`src/rtl/sdram_wr_burst_ctrl.sv`:
```
// Drains the camera pixel write FIFO into SDRAM as fixed-length bursts. Writes go into a
// ping-pong pair of frame buffers, and the bank holding the last complete frame is published to the read side.
module sdram_wr_burst_ctrl #(
    parameter int                BURST_LEN   = 256,
    parameter int                FRAME_WORDS = 307200,
    parameter int                ADDR_W      = 24,
    parameter logic [ADDR_W-1:0] BANK0_BASE  = ADDR_W'(24'h000000),
    parameter logic [ADDR_W-1:0] BANK1_BASE  = ADDR_W'(24'h080000)
) (
    input  logic              S_CLK,
    input  logic              RST,
    input  logic              frame_start,
    input  logic [10:0]       fifo_rd_usedw,
    output logic              fifo_rd_req,
    input  logic [15:0]       fifo_rd_data,
    output logic              sdram_wr_req,
    input  logic              sdram_wr_ack,
    output logic [ADDR_W-1:0] sdram_wr_addr,
    input  logic              sdram_wr_data_req,
    output logic [15:0]       sdram_wr_data,
    input  logic              sdram_wr_done,
    output logic              wr_bank,
    output logic              rd_bank,
    output logic              rd_valid,
    output logic              frame_done,
    output logic              frame_drop,
    output logic              err_sticky
);

    localparam int                NBURST     = FRAME_WORDS / BURST_LEN;
    localparam int                IDX_W      = $clog2(NBURST + 1);
    localparam int                CNT_W      = $clog2(BURST_LEN + 1);
    localparam logic [IDX_W-1:0]  LAST_IDX   = IDX_W'(NBURST - 1);
    localparam logic [CNT_W-1:0]  LAST_WORD  = CNT_W'(BURST_LEN - 1);
    localparam logic [ADDR_W-1:0] BURST_STEP = ADDR_W'(BURST_LEN);
    localparam logic [11:0]       BURST_THR  = 12'(BURST_LEN);

    typedef enum logic [2:0] {
        S_SYNC,
        S_IDLE,
        S_REQ,
        S_DATA,
        S_DONE
    } state_t;

    state_t           state, state_n;
    logic [IDX_W-1:0] burst_idx;
    logic [CNT_W-1:0] word_cnt;
    logic             start_pend;
    logic             restart, launch, burst_end, frame_end;
    logic             usedw_ok;

    assign usedw_ok      = ({1'b0, fifo_rd_usedw} >= BURST_THR);
    assign sdram_wr_req  = (state == S_REQ);
    // Controller asks one cycle ahead, so the FIFO strobe maps straight through.
    assign fifo_rd_req   = sdram_wr_data_req && (state == S_DATA);
    assign sdram_wr_data = fifo_rd_data;

    always_comb begin
        state_n   = state;
        restart   = 1'b0;
        launch    = 1'b0;
        burst_end = 1'b0;
        frame_end = 1'b0;
        case (state)
            S_SYNC: if (start_pend || frame_start) state_n = S_IDLE;
            S_IDLE: begin
                if (start_pend || frame_start) begin
                    restart = 1'b1;
                end else if (usedw_ok) begin
                    launch  = 1'b1;
                    state_n = S_REQ;
                end
            end
            S_REQ:  if (sdram_wr_ack) state_n = S_DATA;
            S_DATA: if (sdram_wr_data_req && word_cnt == LAST_WORD) state_n = S_DONE;
            S_DONE: begin
                if (sdram_wr_done) begin
                    burst_end = 1'b1;
                    if (burst_idx == LAST_IDX) begin
                        frame_end = 1'b1;
                        state_n   = S_SYNC;
                    end else begin
                        state_n   = S_IDLE;
                    end
                end
            end
            default: state_n = S_SYNC;
        endcase
    end

    always_ff @(posedge S_CLK) begin
        if (RST) begin
            state         <= S_SYNC;
            burst_idx     <= '0;
            word_cnt      <= '0;
            start_pend    <= 1'b0;
            sdram_wr_addr <= '0;
            wr_bank       <= 1'b0;
            rd_bank       <= 1'b0;
            rd_valid      <= 1'b0;
            frame_done    <= 1'b0;
            frame_drop    <= 1'b0;
            err_sticky    <= 1'b0;
        end else begin
            state      <= state_n;
            frame_done <= frame_end;
            frame_drop <= restart && (burst_idx != '0);

            // A start seen mid-burst is held; SYNC and IDLE always consume it the cycle they see it.
            if (state == S_REQ || state == S_DATA || state == S_DONE) begin
                if (frame_start) start_pend <= 1'b1;
            end else begin
                start_pend <= 1'b0;
            end

            if (restart || (state == S_SYNC && state_n == S_IDLE)) burst_idx <= '0;

            if (launch)
                sdram_wr_addr <= (wr_bank ? BANK1_BASE : BANK0_BASE)
                               + ADDR_W'(burst_idx) * BURST_STEP;

            if (state == S_REQ && sdram_wr_ack) word_cnt <= '0;
            else if (fifo_rd_req)                word_cnt <= word_cnt + 1'b1;

            if (burst_end) begin
                if (frame_end) begin
                    burst_idx <= '0;
                    rd_bank   <= wr_bank;
                    wr_bank   <= ~wr_bank;
                    rd_valid  <= 1'b1;
                end else begin
                    burst_idx <= burst_idx + 1'b1;
                end
            end

            if ((sdram_wr_data_req && state != S_DATA) || (sdram_wr_done && state != S_DONE))
                err_sticky <= 1'b1;
        end
    end

endmodule

```
`config.mk`:
```
export PLATFORM = sky130hd
export DESIGN_NAME = sdram_wr_burst_ctrl
export DESIGN_NICKNAME = d
export VERILOG_FILES = /design/src/rtl/sdram_wr_burst_ctrl.sv
export SDC_FILE = /design/constraint.sdc
export NUM_CORES = 1
export LEC_CHECK = 0
export CORE_UTILIZATION = 35
export CTS_CLUSTER_DIAMETER = 150
export CTS_CLUSTER_SIZE = 28
export DETAILED_ROUTE_END_ITERATION = 6
export HOLD_SLACK_MARGIN = 0.05
export PLACE_DENSITY = 0.63
export REMOVE_ABC_BUFFERS = 1
export SLEW_MARGIN = 15
export SYNTH_ARGS = -nofsm -noshare
export SYNTH_HDL_FRONTEND = slang
export SYNTH_SLANG_ARGS = --single-unit
```
`constraint.sdc`:
```
create_clock -name S_CLK -period 2.35 [get_ports S_CLK]
set_clock_uncertainty 0.15 [all_clocks]
set_input_delay 0.47 -clock S_CLK [delete_from_list [all_inputs] [get_ports S_CLK]]
set_output_delay 0.47 -clock S_CLK [all_outputs]
set_load 0.005 [all_outputs]
```
* Yosys cells after proc, flatten, opt, wreduce, memory -nomap -nowiden *
Index checks and enable logic that the tools add are counted.

word-level totals
  bits of input ports = 33
  logic and storage cells = 66
  output and inout port bits = 48
  flip-flop bits (word level) = 54

operators by class
  order comparisons = 1
  add/sub/neg operators = 3
  mux-type cells = 22
  eq/ne operators = 9
  bitwise gates (word level) = 2
  reductions and logical operators = 18

operators by type and width
  cell                                                    count
  two-way mux 11 bit                                      3
  adder 20 x 19 -> 21 bit                                 1
  two-way mux 20 bit                                      1
  two-way mux 3 bit                                       6
  one-hot mux 3 bit (5 select lines)                      1
  adder 11 x 1 -> 11 bit (second input constant)          1
  == test 11 bit (second input constant)                  1
  >= comparator 11 x 9 -> 1 bit (second input constant)   1
  two-way mux 1 bit                                       11
  nonzero test 11 bit                                     1
  adder 9 x 1 -> 9 bit (second input constant)            1
  == test 9 x 8 -> 1 bit (second input constant)          1
  logical AND 1 bit                                       7
  == test 3 x 1 -> 1 bit (second input constant)          2
  == test 3 x 2 -> 1 bit (second input constant)          2
  logical OR 1 bit                                        5
  OR reduction 2 bit                                      2
  == test 3 bit (second input constant)                   1
  logical NOT 3 bit                                       1
  inequality test 3 x 2 -> 1 bit (second input constant)  1
  inequality test 3 bit (second input constant)           1
  NOT 1 bit                                               2
  AND reduction 2 bit                                     1
  nonzero test 2 bit                                      1

* Depth between registers and ports, before layout *
  word-level depth = 9
  depth in mapped cells = 8

* Worst setup path after synthesis *
No wires, ideal clock.

  path kind = input-to-reg
  from = input frame_start
  to = register sdram_wr_addr[15]
  path buffers = 2
  arrival = 1,676 ps
  data required time = 2,072 ps
  library setup time = 128 ps
  slack = 397 ps
  cell stages on the path = 6
  path through = or2_1 buf_6 nor4_2 buf_4 mux2i_1 nor2_1

between the ends
  longest elaborated chain between the ends = 3

RTL lines
  element               line  source
  from (decl)           12    input logic frame_start,
  logical OR 1 bit      68    if (start_pend || frame_start) begin
  two-way mux 1 bit     68
  two-way mux 1 bit     65    case (state)
  to (signal assigned)  120   sdram_wr_addr <= (wr_bank ? BANK1_BASE : BANK0_BASE)
  to (decl)             18    output logic [ADDR_W-1:0] sdram_wr_addr,

No other way between the ends.
A chain may end at the register's enable or synchronous reset.

* Worst setup path after layout *
  from = register state[0]
  to = output sdram_wr_req

between the ends
  longest elaborated chain between the ends = 1

RTL lines
  element                 line  source
  from (decl)             46    state_t state, state_n;
  from (signal assigned)  106   state <= state_n;
  == test 3 x 2 -> 1 bit  54    assign sdram_wr_req = (state == S_REQ);
  to (decl)               16    output logic sdram_wr_req,

No other way between the ends.

==> summary.md <==
| Metric | Value |
|---|---|
| Outcome | `completed` |
| Top cell type by total area after synthesis | `dfxtp_1` |
| CP required | `1730 ps` |
| Tcrit/Tclk final | `between 90% and 100%` |
| Setup violations, final | `0` |
| Register bit count reported by yosys | `42` |
| Root buffer cell | `clkbuf_8` |
| Power Density | `545 mW/mm^2` |
| Die area | `0.00656 sq mm` |
| Worst setup startpoint | `state[0]$_SDFF_PP0_` |
| Fin crit period | `2150 ps` |
| Reg clk slew, reported paths | `70 ps` |
| HP Start | `err_sticky$_SDFFE_PP0P_` |
| Final nets | `just over 300` |
| Layout cells sized above 1 | `11.1%` |
| P_int | `1.09 mW` |
| Largest net degree at the start of global routing | `15` |
| # diodes | `0` |
| Register area share after synthesis | `38.5%` |
| Max-Cap Viols | `0` |
| CTS H-tree depth | `2` |
| Top FF cell, synth | `dfxtp_1` |
| Final Power | `1.39 mW` |
| CTS Buf Count | `5` |
| Port Buffer Count | `28` |
| Worst Hold Class | `reg2reg` |
| Syn Std Cell Area | `0.00218 sq mm` |
| Core footprint | `0.00596 sq mm` |
| 1st-iter DRT viols | `60` |
| Clk network pwr share | `39.9%` |
| CP Max Fanout | `10` |
| Critical path class | `reg2out` |
| First-pass GRT wire length | `7600 um` |
| Final HPWL DP | `3380 um` |
| Vias in the first global route | `1584` |
| Antenna viol nets, final | `0` |
| DRC | `0` |
| Critical path endpoint category | `output port` |
| Skew-Pair Late Insertion Delay | `290 ps` |
| Routed WL | `4590 um` |
| Register share of total power | `52.0%` |
| Max IR drop VDD | `0.271 mV` |
| Die Span X | `81.0 um` |
| Vias post-DR | `between 1500 and 2000` |
| Die height | `81.0 um` |
| Logic pwr share | `8.0%` |
| Clock sinks | `42` |
| # fillers | `605` |
| Final Hold Viols | `0` |
| RSZ-0062 raised after global routing | `false` |
| Fin cells | `346` |
| Tot GR Track Use | `15.3%` |
| Number of synthesized flops with an enable pin | `0` |
| CTS tree | `yes` |
| Final Wtd Congestion | `roughly 0.82` |
| Drt first pass iters | `4` |
| Gate Count Post-Synth | `around 250` |
| Post-CTS Setup Bufs | `0` |
| Achievable Freq | `around 0.47 GHz` |
| Vias/cell | `4.98` |
| Sw frac | `21.8%` |
| Starting Density | `36.7%` |
| CP arrival | `1530 ps` |
| LEAKAGE | `~0.90 nW` |
| Final Max Tran Viols | `0` |
| Synth unique cells | `51` |
| Switching pwr | `303 uW` |
| Yosys top cell area share | `38.5%` |
| Area delta synth->final | `16.8%` |
| WL/cell | `13.3 um` |
| Avg Cell Area, Syn | `about 8.7 sq um` |
| Row count | `28` |
| Async SR Flop Fraction | `0%` |
| Initial antenna violation count | `0` |
| Synth warn | `0` |
| Grt ovf | `0` |
| R2r startpoint | `burst_idx[1]$_SDFFE_PP0P_` |
| Clk buf depth | `2` |
| Dominant cells by area after synthesis | `dfxtp_1 (39%), buf_4 (10%), mux2i_1 (6.9%), nor2_1 (5.2%), nand2_1 (3.4%)` |
| Dpl cells | `338` |
| Worst Setup Start Kind | `flop` |
| Ports | `between 80 and 90` |
sequential cells by signal, summed over array words and instances, names as in the netlist:
register and cells:
frame_drop 1, word_cnt 9, burst_idx 11, rd_valid 1, state 3, start_pend 1, wr_bank 1, frame_done 1
sdram_wr_addr 12, err_sticky 1, rd_bank 1
path summary, 6_finish.rpt:
check             slack [ps]                        end  cells past startpoint
setup / recovery         200               sdram_wr_req                      3
hold reg to reg          300    err_sticky$_SDFFE_PP0P_                      2
setup reg to reg         320  burst_idx[2]$_SDFFE_PP0P_                      6
hold / removal           300    err_sticky$_SDFFE_PP0P_                      2
Yosys cell counts, types with 2 or more instances:
cell type and number:
a31oi_1 2, xnor2_1 6, nand4_1 7, nor3_1 9
o21ai_0 3, and2_1 2, buf_4 29, dfxtp_1 42
or3_1 3, mux2i_1 15, or4_1 3, xor2_1 3
ha_1 4, nand2_1 20, o21ai_1 2, nor2_1 30
nand3_1 12, nand2b_1 2, buf_2 2, inv_1 9
a21oi_1 7, and4bb_2 2, buf_6 2, buf_1 2
o211ai_1 3, clkbuf_1 5
layout make-up:
type / count / area (sq um) / area share, %
Inverter: 10 / 37.5 / 1.47
Sequential cell: 42 / 842 / 33.0
Clock inverter: 1 / 30.0 / 1.18
Clock buffer: 7 / 76.3 / 2.99
Tap cell: 75 / 93.8 / 3.68
Multi-Input combinational cell: 170 / 1080 / 42.3
Timing Repair Buffer: 41 / 393 / 15.4
layer usage:
metal  part of all wire, %  up-vias  GRT usage [%]
li1                      -      872              -
met5                     0        -           3.33
met2                    42       48           21.6
met1                    49      796           20.5
met4                   1.2        0           5.00
met3                   7.4        7           6.40
critical path, stage by stage (launching register included):
cell	delay (ps)
dfxtp_1	400
nor2_1	170
and2_1	170
clkdlybuf4s50_1	500
power groups by stage:
stage / Sequential [mW] / Clock, mW / Combinational (mW)
after detailed placement: 0.740 / 0 / 0.112
after floorplan: 0.741 / 0 / 0.0518
after global routing: 0.725 / 0.600 / 0.124
final: 0.723 / 0.555 / 0.112
after global placement: 0.740 / 0 / 0.110
after CTS: 0.723 / 0.572 / 0.113
kinds of logic (layout without fill, tap and decap cells):
family / Yosys count / count (layout) / synth area share, %
AO/OA/AOI/OAI: 29 / 29 / 9.63
XOR/XNOR: 9 / 9 / 3.61
AND/OR/NAND/NOR: 101 / 101 / 24.5
multiplexers: 15 / 15 / 6.88
adder cells (fa/ha/maj): 4 / 4 / 2.29
flip-flops: 42 / 42 / 38.5
other: 1 / 12 / 0.172
buffers and inverters: 50 / 59 / 14.4
per-stage QoR:
step | util, % | worst slack [ps] | setup TNS (ps) | hold WS, ps | instance area [sq um]
after floorplan | - | -64.6 | -775 | 286 | 1950
after global placement | 41.0 | 6.06 | 0 | 289 | 2440
after detailed placement | 41.0 | 31.6 | 0 | 290 | 2440
after CTS | 42.8 | 18.0 | 0 | 301 | 2550
after global routing | 42.8 | 48.4 | 0 | 329 | 2550
final | 42.8 | 201 | 0 | 298 | 2550
cell usage in the layout, fill, tap and decap left out, types with 2 or more instances in the layout:
master,instances
ha_1,4
buf_4,12
a21oi_1,7
and2_1,2
o21ai_0,3
dfxtp_1,41
nand2b_1,2
a31oi_1,2
xor2_1,3
or3_1,3
conb_1,12
nand4_1,7
nor3_1,9
nor2_1,30
xnor2_1,6
nand2_1,20
o21ai_1,2
or4_1,3
mux2i_1,15
clkbuf_1,2
clkbuf_8,5
nor4_4,2
nand3_1,12
o211ai_1,3
inv_1,9
clkdlybuf4s50_1,27
and4bb_2,2
timing repair:
item	4_1_cts	5_1_grt
hold buffers	0	0
gates resized for setup	0	3
endpoints found under the setup margin	0	2
Power figures use the tool's default switching activity.
